<file path="src/rtl/circle_pkg.sv">
// Shared types and screen constants for the midpoint circle plotter.
// Latency: n/a (types and constants only).
// Backpressure: n/a.
package circle_pkg;

    localparam int SCREEN_W = 160;
    localparam int SCREEN_H = 120;

    typedef enum logic [1:0] {
        IDLE = 2'd0,
        INIT = 2'd1,
        PLOT = 2'd2,
        DONE = 2'd3
    } state_t;

    // Signed so that centre-minus-offset goes negative instead of wrapping.
    typedef logic signed [9:0]  coord_t;
    typedef logic signed [11:0] crit_t;

endpackage

</file>
<file path="src/rtl/circle_octant_pt.sv">
// Maps (centre, offsets, octant index) to one circle pixel and clips it to the screen.
// Latency: combinational.
// Backpressure: none; evaluated every cycle.
module circle_octant_pt
    import circle_pkg::*;
(
    input  coord_t     cx,
    input  coord_t     cy,
    input  coord_t     ox,
    input  coord_t     oy,
    input  logic [2:0] k,
    output logic [7:0] x,
    output logic [6:0] y,
    output logic       on_screen
);

    coord_t px;
    coord_t py;

    // Octant k selects which of the eight symmetric points is produced.
    always_comb begin
        px = cx;
        py = cy;
        case (k)
            3'd0: begin px = cx + ox; py = cy + oy; end
            3'd1: begin px = cx + oy; py = cy + ox; end
            3'd2: begin px = cx - ox; py = cy + oy; end
            3'd3: begin px = cx - oy; py = cy + ox; end
            3'd4: begin px = cx - ox; py = cy - oy; end
            3'd5: begin px = cx - oy; py = cy - ox; end
            3'd6: begin px = cx + ox; py = cy - oy; end
            default: begin px = cx + oy; py = cy - ox; end
        endcase
    end

    // Clip against the full signed range; off-screen points report zero coordinates.
    always_comb begin
        on_screen = (px >= coord_t'(0)) && (px < coord_t'(SCREEN_W)) &&
                    (py >= coord_t'(0)) && (py < coord_t'(SCREEN_H));
        x = on_screen ? px[7:0] : 8'd0;
        y = on_screen ? py[6:0] : 7'd0;
    end

endmodule

</file>
<file path="src/rtl/circle_plotter.sv">
// Midpoint circle outline generator: one octant pixel per clock into the VGA adapter.
// Latency: done rises 8N+2 edges after start is sampled (N = midpoint iterations).
// Backpressure: none; the adapter must accept one pixel per cycle.
module circle_plotter
    import circle_pkg::*;
(
    input  logic       clk,
    input  logic       rst,
    input  logic       start,
    input  logic [7:0] centre_x,
    input  logic [6:0] centre_y,
    input  logic [7:0] radius,
    input  logic [2:0] colour,
    output logic       done,
    output logic [7:0] vga_x,
    output logic [6:0] vga_y,
    output logic [2:0] vga_colour,
    output logic       vga_plot
);

    state_t     state_q, state_d;
    logic [2:0] k_q, k_d;
    coord_t     cx_q, cx_d, cy_q, cy_d;
    coord_t     ox_q, ox_d, oy_q, oy_d;
    crit_t      crit_q, crit_d;
    logic [2:0] col_q, col_d;
    logic       done_q, done_d;
    logic       plot_q, plot_d;
    logic [7:0] vga_x_q, vga_x_d;
    logic [6:0] vga_y_q, vga_y_d;
    logic [2:0] vga_col_q, vga_col_d;

    coord_t     oy_n, ox_n;
    logic [7:0] pt_x;
    logic [6:0] pt_y;
    logic       pt_on;

    // The pixel is computed from next-state values so the registered outputs
    // carry the pixel during the very PLOT cycle that owns it.
    circle_octant_pt u_pt (
        .cx        (cx_d),
        .cy        (cy_d),
        .ox        (ox_d),
        .oy        (oy_d),
        .k         (k_d),
        .x         (pt_x),
        .y         (pt_y),
        .on_screen (pt_on)
    );

    // Next-state, midpoint update and output computation.
    always_comb begin
        state_d = state_q;
        k_d     = k_q;
        cx_d    = cx_q;
        cy_d    = cy_q;
        ox_d    = ox_q;
        oy_d    = oy_q;
        crit_d  = crit_q;
        col_d   = col_q;
        oy_n    = oy_q + coord_t'(1);
        ox_n    = ox_q;

        case (state_q)
            IDLE: begin
                if (start) state_d = INIT;
            end
            INIT: begin
                cx_d    = coord_t'({2'b00, centre_x});
                cy_d    = coord_t'({3'b000, centre_y});
                ox_d    = coord_t'({2'b00, radius});
                oy_d    = coord_t'(0);
                crit_d  = crit_t'(1) - crit_t'({4'b0000, radius});
                col_d   = colour;
                k_d     = 3'd0;
                state_d = PLOT;
            end
            PLOT: begin
                k_d = k_q + 3'd1;
                if (k_q == 3'd7) begin
                    if (crit_q <= crit_t'(0)) begin
                        crit_d = crit_q + crit_t'(oy_n) + crit_t'(oy_n) + crit_t'(1);
                    end else begin
                        ox_n   = ox_q - coord_t'(1);
                        crit_d = crit_q + crit_t'(oy_n - ox_n) + crit_t'(oy_n - ox_n) + crit_t'(1);
                    end
                    ox_d = ox_n;
                    oy_d = oy_n;
                    if (oy_n > ox_n) state_d = DONE;
                end
            end
            default: begin
                if (!start) state_d = IDLE;
            end
        endcase

        done_d    = (state_d == DONE);
        plot_d    = (state_d == PLOT) && pt_on;
        vga_x_d   = plot_d ? pt_x  : 8'd0;
        vga_y_d   = plot_d ? pt_y  : 7'd0;
        vga_col_d = plot_d ? col_d : 3'd0;
    end

    // State and datapath registers; reset aborts any draw in progress.
    always_ff @(posedge clk) begin
        if (rst) begin
            state_q   <= IDLE;
            k_q       <= 3'd0;
            cx_q      <= '0;
            cy_q      <= '0;
            ox_q      <= '0;
            oy_q      <= '0;
            crit_q    <= '0;
            col_q     <= 3'd0;
            done_q    <= 1'b0;
            plot_q    <= 1'b0;
            vga_x_q   <= 8'd0;
            vga_y_q   <= 7'd0;
            vga_col_q <= 3'd0;
        end else begin
            state_q   <= state_d;
            k_q       <= k_d;
            cx_q      <= cx_d;
            cy_q      <= cy_d;
            ox_q      <= ox_d;
            oy_q      <= oy_d;
            crit_q    <= crit_d;
            col_q     <= col_d;
            done_q    <= done_d;
            plot_q    <= plot_d;
            vga_x_q   <= vga_x_d;
            vga_y_q   <= vga_y_d;
            vga_col_q <= vga_col_d;
        end
    end

    assign done       = done_q;
    assign vga_plot   = plot_q;
    assign vga_x      = vga_x_q;
    assign vga_y      = vga_y_q;
    assign vga_colour = vga_col_q;

endmodule

</file>
<file path="config.mk">
export PLATFORM = sky130hd
export DESIGN_NAME = circle_plotter
export DESIGN_NICKNAME = d
export VERILOG_FILES = /design/src/rtl/circle_pkg.sv /design/src/rtl/circle_octant_pt.sv /design/src/rtl/circle_plotter.sv
export SDC_FILE = /design/constraint.sdc
export NUM_CORES = 1
export LEC_CHECK = 0
export ABC_AREA = 1
export BUFFER_PORTS_ARGS = -buffer_cell sky130_fd_sc_hd__buf_2
export CAP_MARGIN = 0
export CORE_MARGIN = 3
export CORE_UTILIZATION = 52
export CTS_BUF_LIST = sky130_fd_sc_hd__clkbuf_4 sky130_fd_sc_hd__clkbuf_8
export DETAILED_ROUTE_END_ITERATION = 10
export PLACE_DENSITY = 0.72
export SETUP_SLACK_MARGIN = 0.2
export SKIP_LAST_GASP = 1
export SLEW_MARGIN = 20
export SYNTH_ARGS = -nofsm -noshare
export SYNTH_HDL_FRONTEND = slang
export SYNTH_SLANG_ARGS = --single-unit
export TNS_END_PERCENT = 10
</file>
<file path="constraint.sdc">
create_clock -name clk -period 4.55 [get_ports clk]
set_input_delay 0.455 -clock clk [delete_from_list [all_inputs] [get_ports clk]]
set_output_delay 0.455 -clock clk [all_outputs]
set_load 0.005 [all_outputs]
</file>
==> metrics.txt <==
Setup CP Type=reg -> reg; Clock Latency Late Sink=390 ps; Reg area=0.00163 sq mm; port bufs=48; MaxCap Viol Count=0; GRT overflow=0; Ys Warns=0; via count=7888; reg-to-reg critical path startpoint=crit_q[2]$_SDFFE_PP0P_; share of cells above drive strength 1=0.264; row count=42; Layout fillers=1204; crit path capture type=flip-flop; Die X=125 um; post-route core utilization=0.684; routed wire length=23400 um; Mapped Cells=1107; WL per Instance=16.6 um; CP delay by family, top=simple AND/OR/NAND/NOR gates; Slew @ Worst Pin=998 ps; Hold Startpoint=rst; Die H=125 um; clock buffer depth=2; CTS Buf Count=9; syn_area_per_cell=6.67 sq um; hold_buf cts=0; core area=0.0136 sq mm; initial antenna violation count=0; CP max-delay cell=dfxtp_2; area share of xor/xnor cells in the synthesized design=0.0558; I/O pin count=49; multi-input logic area=0.00566 sq mm; initial cell density of the core=0.544; DRT Pass-1 Iters=6; Worst-path clk slew=100 ps; Worst Path Arrival=4610 ps; FF-to-FF path depth=27; Period minus WS final=4280 ps; Final setup viols=0; CTS tree=built; post-synthesis sequential area ratio=0.217; Hold Vio Cnt, Final=0; kind of start point of the critical path=flip-flop; Hold Path Depth=2; RSZ-0062 raised after global routing=true; r2r setup slk=270 ps; Sink Count=80; synth-to-layout area growth=25.6%; Hold Path End=state_q[1]$_SDFF_PP0_; largest net degree at the start of global routing=55; post-synthesis mux area share=0.00543; Synth area leaders=dfxtp_1 22%, nand2_1 14%, ha_1 12%, inv_1 6.7%, a21oi_1 5.6%; Yosys top cell area share=0.217; Post-Synthesis Net Count=1210; Mapped Area=0.00738 sq mm; FF+latch count, synth=80; Post-DP HPWL=17600 um; total track usage=0.279; Yosys cell types=57; final worst-path cycle share=0.941; Root Driver=clkbuf_8; worst min path class=in -> reg; maximum fanout along the worst path=6; Post-DRT Antenna Nets=0; largest family of logic cells by synthesized area=simple AND/OR/NAND/NOR gates; clk_skew=16.6 ps; fmax=234 MHz; post-synthesis compound-gate area fraction=0.174; Post-Synth Adder-Cell Area=0.131; crit-path max cell delay=360 ps; vias in the first global route=6798; Iter 0 DRT Violations=688; first-pass GRT wire length=35300 um; gpl congestion=1.06; worst r2r dst=vga_colour[2]$_SDFF_PP0_; Buf/Inv on CP=4; Vias/cell=5.58; status=finished clean; Final Max Slew Viols=0; n_diodes=0; Nets=1335; die area=0.0157 sq mm; Residual DRC=0; Max-slew headroom=0.326; Synth area leader=dfxtp_1; H-tree levels=3; Post-Synth Simple-Gate Area=0.323; Worst Path Required=4870 ps
per-layer routing:
metal | wire length (um) | vias up | GRT usage
li1 | - | 3921 | -
met1 | 10700 | 3579 | 0.415
met2 | 9980 | 340 | 0.411
met3 | 2150 | 48 | 0.0670
met4 | 558 | 0 | 0.0593
met5 | 0 | - | 0
cell type report:
cell class,instances,share of cell area
inverters,148,0.0610
repair buffers,136,0.103
well taps,176,0.0238
multi-input cells,857,0.611
flip-flops and latches,80,0.175
clock buffers,9,0.0134
clock inverters,7,0.0120
metrics by stage:
stage	setup TNS, ps	hold WS, ps	cell area [sq um]	cells	setup WS [ps]
after floorplan	0	416	7390	1107	237
after global placement	0	426	8140	1363	99.1
after detailed placement	-27.7	433	8140	1363	-15.2
after CTS	0	316	8470	1382	198
after global routing	0	307	9270	1413	53.7
final	0	300	9270	1413	269
how the worst max path moves through the flow:
| stage | cells after the start | from | slack [ps] | endpoint |
|---|---|---|---|---|
| floorplan | 27 | k_q[0]$_SDFF_PP0_ | 240 | vga_colour[0]$_SDFF_PP0_ |
| CTS | 27 | ox_q[1]$_SDFF_PP0_ | 200 | crit_q[11]$_SDFFE_PP0P_ |
| global placement | 29 | crit_q[1]$_SDFFE_PP0P_ | 100 | vga_y[5]$_SDFF_PP0_ |
| global route | 25 | crit_q[11]$_SDFFE_PP0P_ | 50 | vga_y[5]$_SDFF_PP0_ |
| detailed placement | 25 | state_q[1]$_SDFF_PP0_ | -20 | vga_x[2]$_SDFF_PP0_ |
| finish | 27 | crit_q[2]$_SDFFE_PP0P_ | 270 | vga_colour[2]$_SDFF_PP0_ |
cells in the mapped netlist, drive strengths merged:
library cell,n
nand3,66
o21bai,4
a21oi,86
clkinv,2
o22ai,6
a211oi,4
clkbuf,12
inv,146
o211ai,9
o21ai,52
nor3,18
o221ai,3
ha,69
o41ai,1
o2111ai,8
o32ai,1
fa,5
a21boi,1
buf,11
a21o,4
o31ai,2
nand2,309
mux2i,4
a32oi,2
nand3b,1
dfxtp,80
nor2,115
and2,1
a221oi,14
xor2,28
xnor2,19
o311ai,1
nand4,9
a31oi,7
or2,5
a22oi,2
flip-flops by register name (all words and copies together), names as in the netlist:
register,count
cx_q,10
crit_q,12
vga_plot,1
vga_y,7
oy_q,10
done,1
k_q,3
vga_x,8
vga_colour,3
col_q,3
ox_q,10
cy_q,10
state_q,2
cell usage in the layout (no fill, tap or decap), types with 4 or more instances in the layout:
cell type  netlist  routed
buf_4            1      81
o21ai_1          5       9
a21oi_1         83      77
xnor2_1         19      16
inv_2           13      19
clkbuf_8         0       9
a221oi_2         1       4
dfxtp_1         80      66
buf_2            5      48
a21oi_2          3       8
nand2_4          8      12
o22ai_1          5       4
inv_1          132     124
o21ai_2          2       6
nor2_2           4       9
ha_1            69      55
nor2_1          96      88
xor2_2           0       7
nand4_1          9       9
buf_6            1       4
dfxtp_2          0      11
o21ai_0         44      36
ha_4             0      11
nor2_4          15      18
nor3_1          18      16
a31oi_1          7       6
a21o_1           4       4
o2111ai_1        8       7
nand3_2          5      12
fa_1             5       4
mux2i_1          4       4
nand3_1         60      52
or2_2            4       4
a221oi_1        13       6
a221oi_4         0       4
xor2_1          28      21
nand2_1        283     276
nand2_2         18      21
o211ai_1         8       8
kinds of logic after synthesis:
family          after synthesis
fa+ha+maj                    74
compound gates              207
mux                           4
simple gates                524
flops                        80
xor+xnor                     47
buf+inv                     171
timing repair:
action | CTS | global route
endpoints found under the setup margin | 20 | 21
pin swaps | 3 | 39
gates cloned | 0 | 2
gates resized for setup | 17 | 117
setup buffers | 3 | 29
Power is not shown: default switching activity piles up to over one toggle a cycle in this logic, so the estimate is an artifact.
